===== src/rtl/shift_ctrl_pkg.sv =====
// Shared definitions for the serial shift frame controller.
//   state_e  : controller state encoding (IDLE / SHIFT / DONE)
//   eff_len  : length saturation rule; a requested length of 0 or one
//              larger than the datapath width is treated as a full-width frame.
package shift_ctrl_pkg;

  typedef enum logic [1:0] {
    S_IDLE  = 2'd0,
    S_SHIFT = 2'd1,
    S_DONE  = 2'd2
  } state_e;

  function automatic int unsigned eff_len(input int unsigned len_in,
                                          input int unsigned width);
    int unsigned r;
    if ((len_in >= 32'd1) && (len_in <= width)) begin
      r = len_in;
    end else begin
      r = width;
    end
    return r;
  endfunction

endpackage


===== src/rtl/shift_bit_counter.sv =====
// Bit index counter for the shift sequencer.
// Ports:
//   clk, rst_n : clock, synchronous active-low reset
//   clr        : force index to 0 (wins over en)
//   en         : advance index by one
//   last_idx   : index of the final bit of the frame (L-1)
//   idx        : current bit index
//   term       : current index is the final bit of the frame
module shift_bit_counter #(
  parameter int CNT_W = 4
) (
  input  logic             clk,
  input  logic             rst_n,
  input  logic             clr,
  input  logic             en,
  input  logic [CNT_W-1:0] last_idx,
  output logic [CNT_W-1:0] idx,
  output logic             term
);

  localparam logic [CNT_W-1:0] CNT_ONE  = CNT_W'(1);
  localparam logic [CNT_W-1:0] CNT_ZERO = CNT_W'(0);

  logic [CNT_W-1:0] idx_d;
  logic [CNT_W-1:0] idx_q;

  // Next index: clear has priority over advance.
  always_comb begin
    idx_d = idx_q;
    if (clr) begin
      idx_d = CNT_ZERO;
    end else if (en) begin
      idx_d = idx_q + CNT_ONE;
    end else begin
      idx_d = idx_q;
    end
  end

  // Index register.
  always_ff @(posedge clk) begin
    if (!rst_n) begin
      idx_q <= CNT_ZERO;
    end else begin
      idx_q <= idx_d;
    end
  end

  assign idx  = idx_q;
  assign term = (idx_q == last_idx);

endmodule


===== src/rtl/shift_seq_ctrl.sv =====
// Frame controller for a serial shift path.
// Accepts a parallel word with a valid/ready handshake, shifts it out on
// `so` for an effective length L (qualified by `shift_en`), and captures
// `si` in the same cycles into a parallel word reported with a one-cycle
// `rx_valid` pulse.
// Ports:
//   clk, rst_n         : clock, synchronous active-low reset
//   start_valid/ready  : frame request handshake (ready == IDLE)
//   tx_data, len       : word and bit count, sampled on accept
//   abort              : cancels a frame while shifting
//   so, shift_en       : registered serial output and its bit qualifier
//   si                 : serial input, sampled at the end of each shift cycle
//   rx_data, rx_valid  : last completed received word (right-aligned) + pulse
//   busy               : high while in SHIFT or DONE
module shift_seq_ctrl
  import shift_ctrl_pkg::*;
#(
  parameter int WIDTH     = 8,
  parameter bit MSB_FIRST = 1'b1,
  parameter int CNT_W     = $clog2(WIDTH) + 1
) (
  input  logic             clk,
  input  logic             rst_n,
  input  logic             start_valid,
  output logic             start_ready,
  input  logic [WIDTH-1:0] tx_data,
  input  logic [CNT_W-1:0] len,
  input  logic             abort,
  output logic             so,
  output logic             shift_en,
  input  logic             si,
  output logic [WIDTH-1:0] rx_data,
  output logic             rx_valid,
  output logic             busy
);

  localparam logic [CNT_W-1:0] CNT_ONE  = CNT_W'(1);
  localparam logic [CNT_W-1:0] CNT_ZERO = CNT_W'(0);
  localparam logic [WIDTH-1:0] W_ZERO   = {WIDTH{1'b0}};

  // Wire position of frame bit number i (0 = first bit on the wire).
  function automatic logic [CNT_W-1:0] bit_pos(input logic [CNT_W-1:0] i,
                                               input logic [CNT_W-1:0] l);
    logic [CNT_W-1:0] p;
    if (MSB_FIRST) begin
      p = l - CNT_ONE - i;
    end else begin
      p = i;
    end
    return p;
  endfunction

  // Select bit p of a word; out-of-range positions read as 0.
  function automatic logic pick_bit(input logic [WIDTH-1:0] w,
                                    input logic [CNT_W-1:0] p);
    logic b;
    b = 1'b0;
    for (int i = 0; i < WIDTH; i++) begin
      if (CNT_W'(i) == p) begin
        b = w[i];
      end else begin
        b = b;
      end
    end
    return b;
  endfunction

  // Return w with bit p replaced by v.
  function automatic logic [WIDTH-1:0] put_bit(input logic [WIDTH-1:0] w,
                                               input logic [CNT_W-1:0] p,
                                               input logic             v);
    logic [WIDTH-1:0] r;
    r = w;
    for (int i = 0; i < WIDTH; i++) begin
      if (CNT_W'(i) == p) begin
        r[i] = v;
      end else begin
        r[i] = w[i];
      end
    end
    return r;
  endfunction

  state_e           state_d,    state_q;
  logic [WIDTH-1:0] tx_sh_d,    tx_sh_q;
  logic [WIDTH-1:0] rx_sh_d,    rx_sh_q;
  logic [CNT_W-1:0] len_d,      len_q;
  logic             so_d,       so_q;
  logic             shift_en_d, shift_en_q;
  logic [WIDTH-1:0] rx_data_d,  rx_data_q;
  logic             rx_valid_d, rx_valid_q;
  logic             busy_d,     busy_q;

  logic             cnt_clr_s;
  logic             cnt_en_s;
  logic [CNT_W-1:0] cnt_idx_s;
  logic             cnt_term_s;
  logic [CNT_W-1:0] acc_len_s;
  logic [CNT_W-1:0] cur_pos_s;
  logic [CNT_W-1:0] nxt_pos_s;
  logic [WIDTH-1:0] rx_upd_s;

  assign acc_len_s = CNT_W'(eff_len(32'(len), 32'(WIDTH)));
  assign cur_pos_s = bit_pos(cnt_idx_s, len_q);
  assign nxt_pos_s = bit_pos(cnt_idx_s + CNT_ONE, len_q);
  // Shadow with this cycle's si already folded in at the bit being driven.
  assign rx_upd_s  = put_bit(rx_sh_q, cur_pos_s, si);

  shift_bit_counter #(
    .CNT_W (CNT_W)
  ) u_bit_cnt (
    .clk      (clk),
    .rst_n    (rst_n),
    .clr      (cnt_clr_s),
    .en       (cnt_en_s),
    .last_idx (len_q - CNT_ONE),
    .idx      (cnt_idx_s),
    .term     (cnt_term_s)
  );

  // Next-state and next-output logic. so/shift_en are computed one cycle
  // ahead so the registered outputs line up with the bit being shifted.
  always_comb begin
    state_d    = state_q;
    tx_sh_d    = tx_sh_q;
    rx_sh_d    = rx_sh_q;
    len_d      = len_q;
    so_d       = 1'b0;
    shift_en_d = 1'b0;
    rx_data_d  = rx_data_q;
    rx_valid_d = 1'b0;
    cnt_clr_s  = 1'b1;
    cnt_en_s   = 1'b0;
    case (state_q)
      S_IDLE: begin
        if (start_valid) begin
          state_d    = S_SHIFT;
          tx_sh_d    = tx_data;
          len_d      = acc_len_s;
          rx_sh_d    = W_ZERO;
          so_d       = pick_bit(tx_data, bit_pos(CNT_ZERO, acc_len_s));
          shift_en_d = 1'b1;
        end else begin
          state_d = S_IDLE;
        end
      end
      S_SHIFT: begin
        // Abort wins over the final-bit transition; the frame is dropped.
        if (abort) begin
          state_d = S_IDLE;
        end else begin
          cnt_clr_s = 1'b0;
          cnt_en_s  = 1'b1;
          rx_sh_d   = rx_upd_s;
          if (cnt_term_s) begin
            state_d    = S_DONE;
            rx_data_d  = rx_upd_s;
            rx_valid_d = 1'b1;
          end else begin
            state_d    = S_SHIFT;
            so_d       = pick_bit(tx_sh_q, nxt_pos_s);
            shift_en_d = 1'b1;
          end
        end
      end
      S_DONE: begin
        state_d = S_IDLE;
      end
      default: begin
        state_d = S_IDLE;
      end
    endcase
    if (state_d != S_IDLE) begin
      busy_d = 1'b1;
    end else begin
      busy_d = 1'b0;
    end
  end

  // State and output registers.
  always_ff @(posedge clk) begin
    if (!rst_n) begin
      state_q    <= S_IDLE;
      tx_sh_q    <= W_ZERO;
      rx_sh_q    <= W_ZERO;
      len_q      <= CNT_ZERO;
      so_q       <= 1'b0;
      shift_en_q <= 1'b0;
      rx_data_q  <= W_ZERO;
      rx_valid_q <= 1'b0;
      busy_q     <= 1'b0;
    end else begin
      state_q    <= state_d;
      tx_sh_q    <= tx_sh_d;
      rx_sh_q    <= rx_sh_d;
      len_q      <= len_d;
      so_q       <= so_d;
      shift_en_q <= shift_en_d;
      rx_data_q  <= rx_data_d;
      rx_valid_q <= rx_valid_d;
      busy_q     <= busy_d;
    end
  end

  assign start_ready = (state_q == S_IDLE);
  assign so          = so_q;
  assign shift_en    = shift_en_q;
  assign rx_data     = rx_data_q;
  assign rx_valid    = rx_valid_q;
  assign busy        = busy_q;

endmodule


===== config.mk =====
export PLATFORM = sky130hd
export DESIGN_NAME = shift_seq_ctrl
export DESIGN_NICKNAME = d
export VERILOG_FILES = /design/src/rtl/shift_ctrl_pkg.sv /design/src/rtl/shift_bit_counter.sv /design/src/rtl/shift_seq_ctrl.sv
export SDC_FILE = /design/constraint.sdc
export NUM_CORES = 1
export LEC_CHECK = 0
export CAP_MARGIN = 20
export CORE_MARGIN = 4
export CORE_UTILIZATION = 54
export CTS_CLUSTER_DIAMETER = 200
export DETAILED_ROUTE_END_ITERATION = 6
export PLACE_DENSITY = 0.89
export SLEW_MARGIN = 10
export SYNTH_ARGS = -nofsm -noshare
export SYNTH_HDL_FRONTEND = slang
export SYNTH_SLANG_ARGS = --single-unit

===== constraint.sdc =====
create_clock -name clk -period 2.9 [get_ports clk]
set_clock_uncertainty 0.1 [all_clocks]
set_input_delay 0.29 -clock clk [delete_from_list [all_inputs] [get_ports clk]]
set_output_delay 0.29 -clock clk [all_outputs]
set_load 0.05 [all_outputs]

== Word-level counts from Yosys, hierarchy flattened ==
Cells that the tools add are included.

* Bits in registers: 38
* Latch bits: 0
* Memory bits (writable): 0
* Bits in read-only memories: 0
* Input bits: 17
* Output and inout bits: 13
* Logic and storage cells: 105
* Memories kept: 0

* Add/subtract/negate cells: 5
* Multipliers: 0
* Div/mod/pow operators: 0
* Order comparisons: 2
* Equal/unequal tests: 25
* Shift-type cells: 0
* Muxes and demuxes: 48
* Bitwise operators: 3
* Reduce and logical (&&, ||, !) cells: 12

{| class="wikitable"
|+ Operator list
! kind !! number
|-
| $eq A3 B4 Y1 const A || 12
|-
| $mux W1 || 37
|-
| $eq A2 B4 Y1 const A || 6
|-
| $mux W8 || 2
|-
| $pmux W8 S2 || 1
|-
| $eq A1 B4 Y1 const A || 3
|-
| $logic_not A4 Y1 || 3
|-
| $mux W4 || 3
|-
| $sub A4 B1 Y4 const B || 2
|-
| $sub A4 B4 Y4 || 2
|-
| $reduce_and A3 Y1 || 2
|-
| $add A4 B1 Y4 const B || 1
|-
| $eq A4 B4 Y1 || 1
|-
| $ge A4 B1 Y1 const B || 1
|-
| $le A4 B4 Y1 const B || 1
|-
| $mux W2 || 2
|-
| $ne A2 B2 Y1 const B || 2
|-
| $pmux W1 S2 || 2
|-
| $pmux W2 S2 || 1
|-
| $reduce_bool A2 Y1 || 2
|-
| $not A1 Y1 || 3
|-
| $reduce_or A3 Y1 || 1
|-
| $eq A2 B1 Y1 const B || 1
|-
| $logic_not A2 Y1 || 1
|-
| other kinds (3) || 3
|}

== Depth between registers and ports, before layout ==
* Word-level depth: 17
* Mapped depth: 10
* Gate-level depth less buffers: 9

== Cells and area by module ==
Synthesis repeated with hierarchy kept, for this count alone.

* Cell total of the unflattened synthesis: 279
* Area total of the unflattened synthesis: 2316.0 sq um

{| class="wikitable"
|+ By module, submodules not included
! module !! instances !! cells each !! area an instance (sq um) !! seq. area each (sq um)
|-
| shift_seq_ctrl || 1 || 257 || 2094.5 || 660.6
|-
| shift_bit_counter || 1 || 22 || 221.5 || 80.1
|}

== Worst setup path before layout ==
No wires, ideal clock.

* Kind: flip-flop to flip-flop
* Start point: register len_q[0]
* End point: register rx_sh_q[4]
* Library setup time: 128 ps
* Arrival time: 2185 ps
* Slack: 487 ps
* Stages on the path, launching flop included: 11
* Path buffers: 1
* Period minus slack after synthesis: 2413 ps
* Path through: dfxtp_1 -> inv_1 -> ha_1 -> inv_1 -> ha_1 -> nor2b_1 -> o21a_1 -> o21ai_2 -> buf_2 -> nor3b_2 -> o211ai_1

* Longest elaborated chain between the ends: 6

{| class="wikitable"
|+ RTL lines
! item !! line !! text
|-
| from (decl) || shift_seq_ctrl.sv:87 || <nowiki>logic [CNT_W-1:0] len_d, len_q;</nowiki>
|-
| from (signal assigned) || shift_seq_ctrl.sv:196 || <nowiki>len_q <= len_d;</nowiki>
|-
| $sub A4 B1 Y4 || shift_seq_ctrl.sv:46 || <nowiki>p = l - CNT_ONE - i;</nowiki>
|-
| $sub A4 B4 Y4 || shift_seq_ctrl.sv:46 ||
|-
| $eq A3 B4 Y1 || shift_seq_ctrl.sv:75 || <nowiki>if (CNT_W'(i) == p) begin</nowiki>
|-
| $mux W1 || shift_seq_ctrl.sv:75 ||
|-
| $mux W8 || shift_seq_ctrl.sv:149 || <nowiki>if (abort) begin</nowiki>
|-
| $pmux W8 S2 || shift_seq_ctrl.sv:134 || <nowiki>case (state_q)</nowiki>
|-
| to (signal assigned) || shift_seq_ctrl.sv:195 || <nowiki>rx_sh_q <= rx_sh_d;</nowiki>
|-
| to (decl) || shift_seq_ctrl.sv:86 || <nowiki>logic [WIDTH-1:0] rx_sh_d, rx_sh_q;</nowiki>
|}

Every way passes these cells. The select of a mux whose other input is x is not followed.
A chain may end at the register's enable or synchronous reset.

== Worst setup path after layout ==
* Start point: register len_q[0]
* End point: register rx_data_q[4], in the netlist rx_data[4]

* Longest elaborated chain between the ends: 4
* Elaborated cells on any way between the ends: 6
* Classes of those cells: add/sub: 2; eq/ne: 2; mux: 1; reduce/logical: 1

{| class="wikitable"
|+ RTL lines
! item !! line !! text
|-
| $sub A4 B1 Y4 (*) || shift_seq_ctrl.sv:46, shift_seq_ctrl.sv:116 ||
|-
| $sub A4 B4 Y4 || shift_seq_ctrl.sv:46 ||
|-
| $eq A3 B4 Y1 || shift_seq_ctrl.sv:75 ||
|-
| $mux W1 || shift_seq_ctrl.sv:75 ||
|-
| to (signal assigned) || shift_seq_ctrl.sv:199 || <nowiki>rx_data_q <= rx_data_d;</nowiki>
|-
| to (decl) || shift_seq_ctrl.sv:90 || <nowiki>logic [WIDTH-1:0] rx_data_d, rx_data_q;</nowiki>
|}

Mark *: on every way between the ends. The rest lies on a longest branch, timed or not.

==> impl_results.md <==
* Simple-gate portion of the synthesized area at 30.8%
* Post-synthesis instance area at 2130 um2
* Warning count from the yosys run at 0
* Number of core rows at 22
* Area used by multi-input combinational logic at 1310 um2
* Switching share of total power at 27.6%
* Clock Pin Slew Worst Setup and Hold Paths at 0.08 ns
* Number of flip-flops and latches in the synthesized netlist at 37
* Number of instances in the synthesized netlist at 248
* Cell at the root of the clock tree: sky130_fd_sc_hd__clkbuf_8
* Average footprint of a synthesized cell at 8.57 um2
* Die Outline Area at 5000 um2
* RSZ-0062 raised after global routing: false
* Clk_lat worst skew at 0.29 ns
* Vias in the first global route at 1984
* Number of antenna diodes at 0
* Aggregate global-route resource usage at 22.7%
* Std-Cell Core Area at 3740 um2
* Number of nets with antenna violations after routing at 0
* Number of buffers added on ports at 29
* Largest buffer count on any clock path at 2
* Pin count of the biggest net entering global routing at 23
* Timing-limited maximum frequency at 377 MHz
* Share of synthesized registers carrying an async set or reset at 0%
* Outcome: completed
* Adder-cell area share of the yosys netlist at 6.59%
* CP startpoint kind: flip-flop
* Initial DRC Count at 131
* Net count after synthesis at 275
* Mux cell area share after synthesis at 4.12%
* Worst IR Drop VDD at 0.355 mV
* Net load switching power at 0.347 mW
* Leak Pwr at 0.947 nW
* Max-slew headroom at 29.5%
* Clock tree from TritonCTS: built
* Dominant combinational cell family by area after synthesis: simple AND/OR/NAND/NOR gates
* First-pass iteration count of the detailed router at 5
* Number of vias per cell after detailed routing at 5.86
* Hold Vio Cnt, Final at 0
* Total internal power at 0.908 mW
* Routed len/inst at 16.0 um
* Number of enable-type register cells in the synthesized netlist at 0
* TritonCTS Sinks at 37
* Final-report max-slew violation count at 0
* Part of the power in the clock network at 37.9%
* Vert. Die Dim at 70.7 um
* CTS H-Tree Depth at 2
* Combinational power share at 19.6%
* TritonCTS buffer count at 5
* Sequential cell area at 741 um2
* Placed Area at 2460 um2
* Setup TNS after final layout at 0 ns
* Power share of the sequential group at 42.5%
* P&R area growth vs syn at 21.7%
* Residual overflow from global routing at 0
* Portion of the clock cycle consumed by the worst path in the final layout at 91.6%
* Wire length of the first global-routing pass at 8980 um
* Top-level I/O count at 30
* # resized after CTS at 0
* Post-CTS setup repair buffer count at 0
* Design Area, Final at 2590 um2
* Setup violators final at 0
* Vias at 1922
* Distinct cell type count of the synthesized netlist at 43
* Start-to-end type of the worst setup path: flip-flop to flip-flop
* Type of destination of the critical path: flip-flop
* Share of the synthesized netlist area taken by xor and xnor gates at 5.89%
* Number of filler instances in the final layout at 312
* Min Hold Slack at 0.363 ns
* Utilization after layout at 69.1%
* Sequential fraction of the synthesis area at 34.8%
* DRC errors left at 0
* Primary flip-flop cell chosen by synthesis mapping: sky130_fd_sc_hd__dfxtp_1
* Total power at 1.25 mW
* Chip width at 70.7 um
* Final nets at 306
* Fraction of layout cells with a size suffix above 1 at 7.50%
* Post-DP HPWL at 3970 um
* Type of the most critical hold path: flip-flop to flip-flop
* Initial core utilization at 56.8%
* Hold bufs inserted after CTS at 0
* Post-synthesis compound-gate area fraction at 13.8%
* Crit-path max FO at 16
* Cell types occupying the most area after synthesis: sky130_fd_sc_hd__dfxtp_1, sky130_fd_sc_hd__nand2_1, sky130_fd_sc_hd__ha_1
* Required time reported for the critical path endpoint at 3.01 ns
* Power density over the cells at 485 nW/um2
* Cell taking the most area after synthesis: sky130_fd_sc_hd__dfxtp_1
* Max-capacitance violation count at 0
* Top-area cell type share of the netlist area at 34.8%
* Measured slew at the worst slew-check pin at 1.06 ns
* Routed WL at 5240 um
* Placer Congestion at 0.956
* Data arrival, critical path at 2.76 ns
* Final worst path period need at 2.66 ns
* Antenna violations before repair at 0
[worst max-delay path, stage by stage, from the launching register on]
cell                       delay (ns)
sky130_fd_sc_hd__dfxtp_1         0.44
sky130_fd_sc_hd__inv_1           0.09
sky130_fd_sc_hd__ha_1            0.33
sky130_fd_sc_hd__inv_1           0.15
sky130_fd_sc_hd__ha_1            0.26
sky130_fd_sc_hd__nor2b_1         0.15
sky130_fd_sc_hd__o21a_1          0.24
sky130_fd_sc_hd__nor3_4          0.46
sky130_fd_sc_hd__nor3b_2         0.12
sky130_fd_sc_hd__a211oi_1        0.24
[area by class of cell]
type	count	area share [%]
timing repair buffer	32	12.1
sequential	37	28.6
clock buffer	6	3.19
tap	48	2.32
inverter	12	1.74
clock inverter	2	1.45
multi-input combinational	191	50.6
[power by group through the flow]
| stage | combinational [mW] | sequential, mW | clock, mW |
|---|---|---|---|
| 2_1_floorplan | 0.160 | 0.551 | 0 |
| 3_5_place_dp | 0.239 | 0.545 | 0 |
| 6_report | 0.246 | 0.533 | 0.475 |
| 4_1_cts | 0.241 | 0.533 | 0.479 |
| 3_3_place_gp | 0.232 | 0.544 | 0 |
| 5_1_grt | 0.268 | 0.535 | 0.502 |
[state kept, by name, summed over array words and instances, names as in the netlist]
| name | count |
|---|---|
| rx_data | 8 |
| u_bit_cnt.idx | 4 |
| so | 1 |
| busy | 1 |
| len_q | 4 |
| tx_sh_q | 8 |
| rx_sh_q | 8 |
| state_q | 2 |
| rx_valid | 1 |
[cell usage after synthesis (3+ instances only)]
| library cell | instances |
|---|---|
| sky130_fd_sc_hd__nor2_1 | 21 |
| sky130_fd_sc_hd__nand2b_1 | 3 |
| sky130_fd_sc_hd__nand2_1 | 45 |
| sky130_fd_sc_hd__clkbuf_1 | 6 |
| sky130_fd_sc_hd__inv_1 | 12 |
| sky130_fd_sc_hd__nand4bb_1 | 6 |
| sky130_fd_sc_hd__nor3_1 | 5 |
| sky130_fd_sc_hd__nor3b_1 | 9 |
| sky130_fd_sc_hd__ha_1 | 8 |
| sky130_fd_sc_hd__o21ai_0 | 8 |
| sky130_fd_sc_hd__o211ai_1 | 8 |
| sky130_fd_sc_hd__o21a_1 | 3 |
| sky130_fd_sc_hd__a21boi_0 | 8 |
| sky130_fd_sc_hd__nand4_1 | 4 |
| sky130_fd_sc_hd__mux4_2 | 3 |
| sky130_fd_sc_hd__dfxtp_1 | 37 |
| sky130_fd_sc_hd__nand3_1 | 10 |
| sky130_fd_sc_hd__a21oi_1 | 8 |
| sky130_fd_sc_hd__nor2b_1 | 4 |
| sky130_fd_sc_hd__xnor2_1 | 7 |
[worst paths after layout]
kind,startpoint,slack [ns],depth (start not counted),to
worst max register to register,len_q[0],0.24,9,rx_data[4]
worst min-delay path,rx_data[1],0.36,2,rx_data[1]
worst min register to register,rx_data[1],0.36,2,rx_data[1]
worst max-delay path,len_q[0],0.24,9,rx_data[4]
[through the flow]
step                setup slack (ns)  instances
floorplan                      0.487        248
global placement               0.311        320
detailed placement             0.194        320
CTS                            0.178        328
global route                  0.0236        328
finish                         0.244        328
[routing by layer]
metal	vias to the layer above	global-route usage, %	wire (um)
met3	13	5.26	286
met5	-	0	0
met2	65	36.4	2590
met1	906	27.7	2180
met4	0	13.4	178
li1	938	-	-
[cell usage in the layout (no fill, tap or decap), drive strengths merged, types with 6 or more instances in the layout]
| cell | synthesis | layout |
|---|---|---|
| nor3b | 11 | 11 |
| nor3 | 7 | 7 |
| nor2 | 21 | 21 |
| nand2 | 45 | 45 |
| dfxtp | 37 | 37 |
| inv | 12 | 12 |
| clkbuf | 6 | 6 |
| a21boi | 8 | 8 |
| nand4bb | 6 | 6 |
| ha | 8 | 8 |
| xnor2 | 7 | 7 |
| o211ai | 8 | 8 |
| a21oi | 8 | 8 |
| o21ai | 9 | 9 |
| nand3 | 10 | 10 |
| clkdlybuf4s50 | 0 | 29 |
[logic make-up (layout without fill, tap and decap cells)]
logic type	count (synthesis)	after routing
buffers and inverters	20	52
adder cells (fa/ha/maj)	10	10
flip-flops	37	37
AO/OA/AOI/OAI	44	44
multiplexers	5	5
AND/OR/NAND/NOR	121	121
XOR/XNOR	11	11
No activity file was read; power rests on OpenSTA's default activity.
